`config.mk`:
```
export PLATFORM = sky130hd
export DESIGN_NAME = lcd_ctrl_flat
export DESIGN_NICKNAME = d
export VERILOG_FILES = /design/src/rtl/lcd_ctrl_if.sv /design/src/rtl/lcd_ctrl.sv /design/src/flat_wrapper.sv
export SDC_FILE = /design/constraint.sdc
export NUM_CORES = 1
export LEC_CHECK = 0
export ABC_AREA = 1
export BUFFER_PORTS_ARGS = -buffer_cell sky130_fd_sc_hd__buf_2
export CAP_MARGIN = 20
export CORE_ASPECT_RATIO = 0.8
export CORE_MARGIN = 4
export CORE_UTILIZATION = 40
export CTS_CLUSTER_SIZE = 8
export DETAILED_ROUTE_END_ITERATION = 6
export HOLD_SLACK_MARGIN = 0.08
export PLACE_DENSITY = 0.55
export SYNTH_ARGS = -nofsm -noshare
export SYNTH_HDL_FRONTEND = slang
export SYNTH_SLANG_ARGS = --single-unit
```
`constraint.sdc`:
```
create_clock -name clk_i -period 2.7 [get_ports clk_i]
set_clock_uncertainty 0.15 [all_clocks]
set_input_delay 0.54 -clock clk_i [delete_from_list [all_inputs] [get_ports clk_i]]
set_output_delay 0.54 -clock clk_i [all_outputs]
set_load 0.05 [all_outputs]
```
`src/rtl/lcd_ctrl_if.sv`:
```
// LCD write-port bundle: the LSU's LCD word in, the HD44780 pins and status out.
interface lcd_ctrl_if;
    logic [31:0] io_lcd_i;
    logic        lcd_on_o;
    logic        lcd_en_o;
    logic        lcd_rs_o;
    logic        lcd_rw_o;
    logic [7:0]  lcd_data_o;
    logic        busy_o;
    logic        ovf_o;

    modport slave (
        input  io_lcd_i,
        output lcd_on_o, lcd_en_o, lcd_rs_o, lcd_rw_o, lcd_data_o, busy_o, ovf_o
    );

    modport master (
        output io_lcd_i,
        input  lcd_on_o, lcd_en_o, lcd_rs_o, lcd_rw_o, lcd_data_o, busy_o, ovf_o
    );
endinterface

```
`src/rtl/lcd_ctrl.sv`:
```
// HD44780 write controller: turns GO-bit toggles in the LSU's LCD word into timed
// RS/DATA/EN transfers, with a one-entry request buffer and busy/overflow status.
//
// state   | meaning
// POWERUP | waiting for LCD power-up; requests are buffered
// IDLE    | no transfer in progress
// SETUP   | RS/DATA driven, EN low
// PULSE   | EN high
// HOLD    | EN low, RS/DATA still held
// EXEC    | waiting for the LCD to execute the instruction
module lcd_ctrl #(
    parameter int unsigned SETUP_CYC     = 3,
    parameter int unsigned EN_HIGH_CYC   = 15,
    parameter int unsigned HOLD_CYC      = 3,
    parameter int unsigned EXEC_CYC      = 2000,
    parameter int unsigned EXEC_LONG_CYC = 82000,
    parameter int unsigned POWERUP_CYC   = 1000000
) (
    input  logic      clk_i,
    input  logic      rst_ni,
    lcd_ctrl_if.slave bus
);

    localparam int unsigned MAX_A   = (SETUP_CYC > EN_HIGH_CYC) ? SETUP_CYC : EN_HIGH_CYC;
    localparam int unsigned MAX_B   = (MAX_A > HOLD_CYC) ? MAX_A : HOLD_CYC;
    localparam int unsigned MAX_C   = (MAX_B > EXEC_CYC) ? MAX_B : EXEC_CYC;
    localparam int unsigned MAX_D   = (MAX_C > EXEC_LONG_CYC) ? MAX_C : EXEC_LONG_CYC;
    localparam int unsigned MAX_CYC = (MAX_D > POWERUP_CYC) ? MAX_D : POWERUP_CYC;
    localparam int unsigned CW      = $clog2(MAX_CYC) + 1;

    localparam logic [CW-1:0] SETUP_LD = CW'(SETUP_CYC - 1);
    localparam logic [CW-1:0] EN_LD    = CW'(EN_HIGH_CYC - 1);
    localparam logic [CW-1:0] HOLD_LD  = CW'(HOLD_CYC - 1);
    localparam logic [CW-1:0] EXEC_LD  = CW'(EXEC_CYC - 1);
    localparam logic [CW-1:0] LONG_LD  = CW'(EXEC_LONG_CYC - 1);
    localparam logic [CW-1:0] PU_LD    = CW'(POWERUP_CYC - 1);

    typedef enum logic [2:0] {
        ST_POWERUP,
        ST_IDLE,
        ST_SETUP,
        ST_PULSE,
        ST_HOLD,
        ST_EXEC
    } state_e;

    state_e        state_q, state_d;
    logic [CW-1:0] cnt_q, cnt_d;
    logic          pend_q, pend_d;
    logic          pend_rs_q, pend_rs_d;
    logic [7:0]    pend_data_q, pend_data_d;
    logic          prev_go_q;
    logic          primed_q;
    logic          on_q;
    logic          en_q, en_d;
    logic          rs_q, rs_d;
    logic [7:0]    data_q, data_d;
    logic          busy_q, busy_d;
    logic          ovf_q, ovf_d;

    logic          go;
    logic          req;
    logic          req_rs;
    logic [7:0]    req_data;
    logic          cnt_done;
    logic [CW-1:0] cnt_dec;
    logic          long_cmd;
    logic          take_pend;
    logic          take_req;
    logic          unused_bits;

    assign go          = bus.io_lcd_i[10];
    assign req_rs      = bus.io_lcd_i[9];
    assign req_data    = bus.io_lcd_i[7:0];
    assign unused_bits = ^{bus.io_lcd_i[30:11], bus.io_lcd_i[8]};

    // The first cycle after reset only captures GO, so a GO left high is not a request.
    assign req      = primed_q && (go != prev_go_q);
    assign cnt_done = (cnt_q == '0);
    assign cnt_dec  = cnt_q - CW'(1);
    assign long_cmd = !rs_q && ((data_q == 8'h01) || (data_q == 8'h02) || (data_q == 8'h03));

    always_comb begin
        state_d     = state_q;
        cnt_d       = cnt_q;
        pend_d      = pend_q;
        pend_rs_d   = pend_rs_q;
        pend_data_d = pend_data_q;
        en_d        = en_q;
        rs_d        = rs_q;
        data_d      = data_q;
        ovf_d       = ovf_q;
        take_pend   = 1'b0;
        take_req    = 1'b0;

        case (state_q)
            ST_POWERUP: begin
                if (!primed_q) begin
                    cnt_d = PU_LD;
                end else if (cnt_done) begin
                    if (pend_q) begin
                        state_d   = ST_SETUP;
                        take_pend = 1'b1;
                    end else begin
                        state_d = ST_IDLE;
                    end
                end else begin
                    cnt_d = cnt_dec;
                end
            end
            ST_IDLE: begin
                if (pend_q) begin
                    state_d   = ST_SETUP;
                    take_pend = 1'b1;
                end else if (req) begin
                    state_d  = ST_SETUP;
                    take_req = 1'b1;
                end
            end
            ST_SETUP: begin
                if (cnt_done) begin
                    state_d = ST_PULSE;
                    en_d    = 1'b1;
                    cnt_d   = EN_LD;
                end else begin
                    cnt_d = cnt_dec;
                end
            end
            ST_PULSE: begin
                if (cnt_done) begin
                    state_d = ST_HOLD;
                    en_d    = 1'b0;
                    cnt_d   = HOLD_LD;
                end else begin
                    cnt_d = cnt_dec;
                end
            end
            ST_HOLD: begin
                if (cnt_done) begin
                    state_d = ST_EXEC;
                    cnt_d   = long_cmd ? LONG_LD : EXEC_LD;
                end else begin
                    cnt_d = cnt_dec;
                end
            end
            ST_EXEC: begin
                if (cnt_done) begin
                    if (pend_q) begin
                        state_d   = ST_SETUP;
                        take_pend = 1'b1;
                    end else begin
                        state_d = ST_IDLE;
                    end
                end else begin
                    cnt_d = cnt_dec;
                end
            end
            default: begin
                state_d = ST_POWERUP;
                en_d    = 1'b0;
            end
        endcase

        if (take_pend) begin
            rs_d   = pend_rs_q;
            data_d = pend_data_q;
            pend_d = 1'b0;
            cnt_d  = SETUP_LD;
        end
        if (take_req) begin
            rs_d   = req_rs;
            data_d = req_data;
            cnt_d  = SETUP_LD;
        end

        // A request landing on the edge that drains the buffer reuses the freed slot.
        if (req && !take_req) begin
            if (!pend_q || take_pend) begin
                pend_d      = 1'b1;
                pend_rs_d   = req_rs;
                pend_data_d = req_data;
            end else begin
                ovf_d = 1'b1;
            end
        end

        busy_d = (state_d != ST_IDLE) || pend_d;
    end

    always_ff @(posedge clk_i or negedge rst_ni) begin
        if (!rst_ni) begin
            state_q     <= ST_POWERUP;
            cnt_q       <= '0;
            pend_q      <= 1'b0;
            pend_rs_q   <= 1'b0;
            pend_data_q <= 8'h00;
            prev_go_q   <= 1'b0;
            primed_q    <= 1'b0;
            on_q        <= 1'b0;
            en_q        <= 1'b0;
            rs_q        <= 1'b0;
            data_q      <= 8'h00;
            busy_q      <= 1'b0;
            ovf_q       <= 1'b0;
        end else begin
            state_q     <= state_d;
            cnt_q       <= cnt_d;
            pend_q      <= pend_d;
            pend_rs_q   <= pend_rs_d;
            pend_data_q <= pend_data_d;
            prev_go_q   <= go;
            primed_q    <= 1'b1;
            on_q        <= bus.io_lcd_i[31];
            en_q        <= en_d;
            rs_q        <= rs_d;
            data_q      <= data_d;
            busy_q      <= busy_d;
            ovf_q       <= ovf_d;
        end
    end

    assign bus.lcd_on_o   = on_q;
    assign bus.lcd_en_o   = en_q;
    assign bus.lcd_rs_o   = rs_q;
    assign bus.lcd_rw_o   = 1'b0;
    assign bus.lcd_data_o = data_q;
    assign bus.busy_o     = busy_q;
    assign bus.ovf_o      = ovf_q;

endmodule
```
`src/flat_wrapper.sv`:
```
// flat-port wrapper written by rule: the top's interface ports become plain ports
module lcd_ctrl_flat 
#(
    parameter int unsigned SETUP_CYC     = 3,
    parameter int unsigned EN_HIGH_CYC   = 15,
    parameter int unsigned HOLD_CYC      = 3,
    parameter int unsigned EXEC_CYC      = 2000,
    parameter int unsigned EXEC_LONG_CYC = 82000,
    parameter int unsigned POWERUP_CYC   = 1000000
)
  (clk_i, rst_ni, bus_io_lcd_i, bus_lcd_on_o, bus_lcd_en_o, bus_lcd_rs_o, bus_lcd_rw_o, bus_lcd_data_o, bus_busy_o, bus_ovf_o);
  lcd_ctrl_if bus_i ();
  input  logic clk_i;
  input  logic rst_ni;
  input wire logic [$bits(bus_i.io_lcd_i)-1:0] bus_io_lcd_i;
  output wire logic [$bits(bus_i.lcd_on_o)-1:0] bus_lcd_on_o;
  output wire logic [$bits(bus_i.lcd_en_o)-1:0] bus_lcd_en_o;
  output wire logic [$bits(bus_i.lcd_rs_o)-1:0] bus_lcd_rs_o;
  output wire logic [$bits(bus_i.lcd_rw_o)-1:0] bus_lcd_rw_o;
  output wire logic [$bits(bus_i.lcd_data_o)-1:0] bus_lcd_data_o;
  output wire logic [$bits(bus_i.busy_o)-1:0] bus_busy_o;
  output wire logic [$bits(bus_i.ovf_o)-1:0] bus_ovf_o;
  assign bus_i.io_lcd_i = bus_io_lcd_i;
  assign bus_lcd_on_o = bus_i.lcd_on_o;
  assign bus_lcd_en_o = bus_i.lcd_en_o;
  assign bus_lcd_rs_o = bus_i.lcd_rs_o;
  assign bus_lcd_rw_o = bus_i.lcd_rw_o;
  assign bus_lcd_data_o = bus_i.lcd_data_o;
  assign bus_busy_o = bus_i.busy_o;
  assign bus_ovf_o = bus_i.ovf_o;
  lcd_ctrl #(.SETUP_CYC(SETUP_CYC), .EN_HIGH_CYC(EN_HIGH_CYC), .HOLD_CYC(HOLD_CYC), .EXEC_CYC(EXEC_CYC), .EXEC_LONG_CYC(EXEC_LONG_CYC), .POWERUP_CYC(POWERUP_CYC)) u_core (.clk_i(clk_i), .rst_ni(rst_ni), .bus(bus_i));
endmodule
```
== Yosys cells after proc, flatten, opt, wreduce, memory -nomap -nowiden ==
Index checks and enable logic that the tools add are counted.

* Register bits: 49
* Input bits: 34

* Reductions and logical operators: 18
* Equal/unequal tests: 12
* Mux-type cells: 35
* $add $sub $neg: 1
* Bitwise logic cells: 2

{| class="wikitable"
|+ Operators by type and width
! kind !! count
|-
| 2-to-1 mux 21 bit || 7
|-
| case mux 21 bit (5 select lines) || 1
|-
| logical NOT 21 bit || 1
|-
| 2-to-1 mux 3 bit || 7
|-
| subtractor 21 x 1 -> 21 bit, second input constant || 1
|-
| case mux 3 bit (6 select lines) || 1
|-
| 2-to-1 mux 17 bit || 1
|-
| == test 8 x 2 -> 1 bit, second input constant || 2
|-
| 2-to-1 mux 8 bit || 2
|-
| 2-to-1 mux 1 bit || 13
|-
| == test 8 x 1 -> 1 bit, second input constant || 1
|-
| nonzero test 7 bit || 1
|-
| == test 3 x 2 -> 1 bit, second input constant || 2
|-
| == test 3 bit, second input constant || 2
|-
| case mux 1 bit (3 select lines) || 2
|-
| logical OR 1 bit || 4
|-
| inequality test 2 x 1 -> 1 bit, second input constant || 2
|-
| AND reduction 2 bit || 2
|-
| OR reduction 4 bit || 1
|-
| == test 3 x 1 -> 1 bit, second input constant || 1
|-
| logical AND 1 bit || 3
|-
| logical NOT 1 bit || 3
|-
| logical NOT 3 bit || 1
|-
| inequality test 3 x 1 -> 1 bit, second input constant || 1
|-
| other kinds (5) || 6
|}

== Depth between registers and ports, before layout ==
* Depth in word-level cells: 9
* Mapped depth: 14

== Least setup slack after synthesis ==
Ideal clock, no wire load.

* Kind: flip-flop to flip-flop
* From: register u_core.cnt_q[0]
* To: register u_core.cnt_q[0]
* Stages on the path, launching flop included: 11
* Path slack: 0.527 ns
* Clock period less this slack: 2.173 ns
* Setup time: 0.129 ns
* Arrival: 1.894 ns
* Cell sequence: dfrtp_1 -> inv_1 -> ha_1 -> nand2_2 -> nor2_4 -> nand3_4 -> buf_1 -> ha_1 -> nor2_1 -> o21ai_0 -> o22ai_1

* Longest elaborated chain between the ends: 6
* Elaborated cells on any way between the ends: 14
* Classes of those cells: add/sub: 1; mux: 11; reduce/logical: 2

{| class="wikitable"
|+ Ends and longest elaborated chain
! what !! line !! RTL
|-
| from (decl) || lcd_ctrl.sv:48 || <nowiki>logic [CW-1:0] cnt_q, cnt_d;</nowiki>
|-
| from (signal assigned) || lcd_ctrl.sv:207 || <nowiki>cnt_q <= cnt_d;</nowiki>
|-
| subtractor 21 x 1 -> 21 bit or logical NOT 21 bit (tied branches) || lcd_ctrl.sv:80, lcd_ctrl.sv:79 ||
|-
| 2-to-1 mux 21 bit or 2-to-1 mux 1 bit (tied branches) || lcd_ctrl.sv:100, lcd_ctrl.sv:147 ||
|-
| 2-to-1 mux 21 bit or 2-to-1 mux 1 bit (tied branches) || lcd_ctrl.sv:98 || <nowiki>if (!primed_q) begin</nowiki>
|-
| case mux 21 bit (5 select lines) or case mux 1 bit (3 select lines) (tied branches) || lcd_ctrl.sv:96 || <nowiki>case (state_q)</nowiki>
|-
| 2-to-1 mux 21 bit || lcd_ctrl.sv:164 || <nowiki>if (take_pend) begin</nowiki>
|-
| 2-to-1 mux 21 bit || lcd_ctrl.sv:170 || <nowiki>if (take_req) begin</nowiki>
|}

Several ways; a longest one is shown, not always the timed one.
A chain may end at the register's enable or synchronous reset.

== Final worst setup path ==
* From: register u_core.cnt_q[0]
* To: register u_core.cnt_q[14]

The elaborated chain is that of the path after synthesis.

==> flow_results.xml <==
<?xml version="1.0" encoding="UTF-8"?>
<metrics>
  <group name="cts">
    <metric name="cts_root_buf" unit="">sky130_fd_sc_hd__clkbuf_8</metric>
    <metric name="cts.sinks" unit="">49</metric>
    <metric name="cts_buffers" unit="">5</metric>
    <metric name="tritoncts" unit="">yes</metric>
    <metric name="post_cts_buffers" unit="">0</metric>
    <metric name="clock_insertion_delay_worst_skew" unit="ns">0.31</metric>
    <metric name="clkTransAtPathRegs" unit="ns">0.09</metric>
    <metric name="htree_levels" unit="">2</metric>
    <metric name="ctsLongestPathBuffers" unit="">2</metric>
    <metric name="number_of_hold_repair_buffers_added_at_the_cts_stage" unit="">1</metric>
    <metric name="post_cts_resize_count" unit="">0</metric>
  </group>
  <group name="worst_hold_path">
    <metric name="hold_end" unit="">u_core.bus.lcd_on_o</metric>
    <metric name="timing.hold.worst.start" unit="">bus_io_lcd_i[31]</metric>
    <metric name="hold_depth" unit="">1</metric>
    <metric name="hp-class" unit="">input port to flip-flop</metric>
  </group>
  <group name="timing">
    <metric name="setup_total_negative_slack" unit="ns">0</metric>
    <metric name="slew_viol_final" unit="">0</metric>
    <metric name="max_slew_margin" unit="">0.490</metric>
    <metric name="setup_violations" unit="">0</metric>
    <metric name="fmaxAchievable" unit="GHz">0.409</metric>
    <metric name="grt_setup_unrepaired" unit="">false</metric>
    <metric name="worst-slew-pin-transition" unit="ns">0.759</metric>
    <metric name="finalCritPeriodShare" unit="">0.905</metric>
    <metric name="fin_crit" unit="ns">2.44</metric>
    <metric name="hold_viol_final" unit="">0</metric>
  </group>
  <group name="routing">
    <metric name="ant_nets" unit="">0</metric>
    <metric name="routed-via-count" unit="">2926</metric>
    <metric name="avgRoutedWirePerCell" unit="um">13.4</metric>
    <metric name="routed_wirelength" unit="um">7970</metric>
    <metric name="detail_route.iter0.violations" unit="">138</metric>
    <metric name="drt-pass1-iter-count" unit="">5</metric>
    <metric name="post-route-drc-count" unit="">0</metric>
    <metric name="post_drt_via_cell_ratio" unit="">4.92</metric>
  </group>
  <group name="yosys">
    <metric name="ys_seq_area_frac" unit="">0.381</metric>
    <metric name="ys_types" unit="">38</metric>
    <metric name="synthesis.area_per_instance" unit="um^2">7.04</metric>
    <metric name="yosys-top-cells-area" unit="">sky130_fd_sc_hd__dfrtp_1 (38%), sky130_fd_sc_hd__nand2_1 (16%), sky130_fd_sc_hd__inv_1 (6.8%)</metric>
    <metric name="synth-warning-count" unit="">0</metric>
    <metric name="synth_area" unit="um^2">3220</metric>
    <metric name="dominantRegCellSynth" unit="">sky130_fd_sc_hd__dfrtp_1</metric>
    <metric name="synth.net_count" unit="">495</metric>
    <metric name="synth_top_area_frac" unit="">0.381</metric>
    <metric name="synthTopCellsByCount" unit="">sky130_fd_sc_hd__nand2_1 (135), sky130_fd_sc_hd__inv_1 (58), sky130_fd_sc_hd__dfrtp_1 (49)</metric>
    <metric name="yosys_register_bits" unit="">49</metric>
    <metric name="synth_edf_count" unit="">0</metric>
    <metric name="synth_area_leader_cell" unit="">sky130_fd_sc_hd__dfrtp_1</metric>
    <metric name="most_frequently_used_cell_type_in_the_post_synthesis_netlist" unit="">sky130_fd_sc_hd__nand2_1</metric>
    <metric name="synthCells" unit="">457</metric>
    <metric name="asyncSetResetFlopFracSynth" unit="">1.00</metric>
  </group>
  <group name="floorplanning">
    <metric name="ioPinCount" unit="">48</metric>
    <metric name="placeable_core_area" unit="um^2">7600</metric>
    <metric name="dieArea" unit="um^2">9550</metric>
    <metric name="start_util" unit="">0.423</metric>
    <metric name="core.rowCount" unit="">28</metric>
    <metric name="chipWidth" unit="um">108</metric>
    <metric name="floorplan.die.height" unit="um">88.2</metric>
  </group>
  <group name="pwr">
    <metric name="total_leakage_power" unit="nW">1.84</metric>
    <metric name="vdd_ir_drop_max" unit="uV">186</metric>
    <metric name="cellPowerDensity" unit="nW/um^2">342</metric>
  </group>
  <group name="setup_path">
    <metric name="reg_to_reg_slack_setup" unit="ns">0.26</metric>
    <metric name="worstSetupStartpointType" unit="">flip-flop</metric>
    <metric name="path_class" unit="">flip-flop to flip-flop</metric>
    <metric name="timing.rr.end" unit="">u_core.cnt_q[14]</metric>
    <metric name="critical_path.reg2reg.startpoint" unit="">u_core.cnt_q[0]</metric>
    <metric name="cp.required" unit="ns">2.75</metric>
    <metric name="critical_path.max_fanout" unit="">12</metric>
    <metric name="worst_ep_arrival_time" unit="ns">2.50</metric>
    <metric name="r2r_cells" unit="">13</metric>
    <metric name="critical_path_end_type" unit="">flip-flop</metric>
  </group>
  <group name="cells_and_area">
    <metric name="fill_cells" unit="">785</metric>
    <metric name="diodes" unit="">0</metric>
    <metric name="area_used_by_multi_input_combinational_logic" unit="um^2">1690</metric>
    <metric name="area.growth.synth_to_final" unit="%">11.1</metric>
    <metric name="final_nets" unit="">527</metric>
    <metric name="ff_latch_area" unit="um^2">1230</metric>
    <metric name="design_area" unit="um^2">3570</metric>
    <metric name="drive_gt1_frac" unit="">0.157</metric>
  </group>
  <group name="grt">
    <metric name="grt_max_degree" unit="">20</metric>
    <metric name="grt-ovfl-total" unit="">0</metric>
    <metric name="global_route.usage.total" unit="">0.185</metric>
    <metric name="antenna_found_initial" unit="">0</metric>
    <metric name="grt_pass1_wl" unit="um">14000</metric>
    <metric name="grt_pass1_vias" unit="">2804</metric>
  </group>
  <group name="status">
    <metric name="status" unit="">finished clean</metric>
  </group>
  <group name="place">
    <metric name="finalWeightedCongestion" unit="">0.918</metric>
    <metric name="placement.io_buffers" unit="">25</metric>
    <metric name="place.detailed.hpwl" unit="um">6220</metric>
    <metric name="place_area" unit="um^2">3480</metric>
  </group>
  <group name="flow_run">
    <metric name="drv_cap" unit="">0</metric>
  </group>
</metrics>
-- cells by family after synthesis --
family          share of synthesized area
compound gates                      0.127
xor+xnor                           0.0272
fa+ha+maj                          0.0156
buf+inv                            0.0922
flops                               0.381
other cells                       0.00234
simple gates                        0.354
-- how the worst max path moves through the flow --
stage	cells after the start	slack [ns]	start	end
after global placement	13	0.26	u_core.cnt_q[0]	u_core.pend_data_q[0]
after floorplan	10	0.53	u_core.cnt_q[0]	u_core.cnt_q[0]
after CTS	13	0.26	u_core.cnt_q[0]	u_core.pend_data_q[3]
after detailed placement	13	0.28	u_core.cnt_q[0]	u_core.pend_data_q[3]
final	13	0.26	u_core.cnt_q[0]	u_core.cnt_q[14]
after global routing	12	0.03	u_core.cnt_q[0]	u_core.bus.lcd_data_o[5]
-- cells in the final DEF, fill, tap and decap left out, drive strengths merged --
cell type / Yosys / final
nand2: 143 / 143
inv: 62 / 62
nor2: 59 / 59
dfrtp: 49 / 49
o21ai: 39 / 39
nand3: 38 / 38
buf: 8 / 34
o211ai: 10 / 10
xor2: 9 / 9
a21oi: 7 / 7
clkbuf: 2 / 7
nand4: 6 / 6
nor3: 5 / 5
ha: 4 / 4
o22ai: 3 / 3
a31oi: 2 / 2
conb: 2 / 2
nor4: 1 / 1
a21o: 1 / 1
clkinv: 1 / 1
o221ai: 1 / 1
a211oi: 1 / 1
or2: 1 / 1
o21a: 1 / 1
o21bai: 1 / 1
xnor2: 1 / 1
clkinvlp: 0 / 1
dlygate4sd3: 0 / 1
-- metrics by stage --
step	setup slack, ns	utilization	instances	power [mW]	hold slack [ns]
CTS	0.261	0.470	595	1.24	0.171
detailed placement	0.276	0.458	586	0.798	0.313
global placement	0.265	0.458	586	0.798	0.309
finish	0.256	0.470	595	1.22	0.179
floorplan	0.527	-	457	0.768	0.0944
global route	0.0346	0.470	595	1.27	0.163
-- flip-flops by register name, indices dropped and copies added, names as in the netlist --
name,cells
u_core.pend_rs_q,1
u_core.pend_q,1
u_core.state_q,3
u_core.bus.lcd_rs_o,1
u_core.prev_go_q,1
u_core.bus.ovf_o,1
u_core.cnt_q,21
u_core.bus.lcd_en_o,1
u_core.primed_q,1
u_core.bus.lcd_on_o,1
u_core.bus.lcd_data_o,8
u_core.bus.busy_o,1
u_core.pend_data_q,8
-- metal layers --
layer / part of all wire / global-route usage / vias to the layer above / wire (um)
met5: 0 / 0 / - / 0
met4: 0.011 / 0.0436 / 0 / 91
met3: 0.058 / 0.0339 / 11 / 461
met2: 0.41 / 0.269 / 84 / 3280
met1: 0.52 / 0.284 / 1314 / 4140
li1: - / - / 1517 / -
-- worst max-delay path, stage by stage, from the launching register on --
cell and delay [ns]:
sky130_fd_sc_hd__dfrtp_1 0.41, sky130_fd_sc_hd__inv_1 0.14, sky130_fd_sc_hd__ha_1 0.23, sky130_fd_sc_hd__nand2_2 0.13, sky130_fd_sc_hd__nor2_4 0.21, sky130_fd_sc_hd__nand3_4 0.19
sky130_fd_sc_hd__buf_4 0.21, sky130_fd_sc_hd__buf_4 0.18, sky130_fd_sc_hd__nand3_1 0.13, sky130_fd_sc_hd__nor2_1 0.05, sky130_fd_sc_hd__nor2_1 0.10, sky130_fd_sc_hd__nand3_1 0.08
sky130_fd_sc_hd__nand3_1 0.08, sky130_fd_sc_hd__nand2_1 0.05
-- report_power, final --
group          switching, mW  leakage, nW  internal (mW)  total (mW)
registers            0.00226        0.622          0.735       0.738
clock network          0.256       0.0385          0.184       0.440
logic                 0.0319         1.18         0.0131      0.0450
-- layout make-up --
type	count	share of cell area
Timing Repair Buffer	35	0.0567
Sequential cell	49	0.343
Multi-Input combinational cell	335	0.474
Clock inverter	1	0.00210
Clock buffer	7	0.0214
Inverter	63	0.0662
Tap cell	105	0.0368
(Power assumes the default switching activity.)
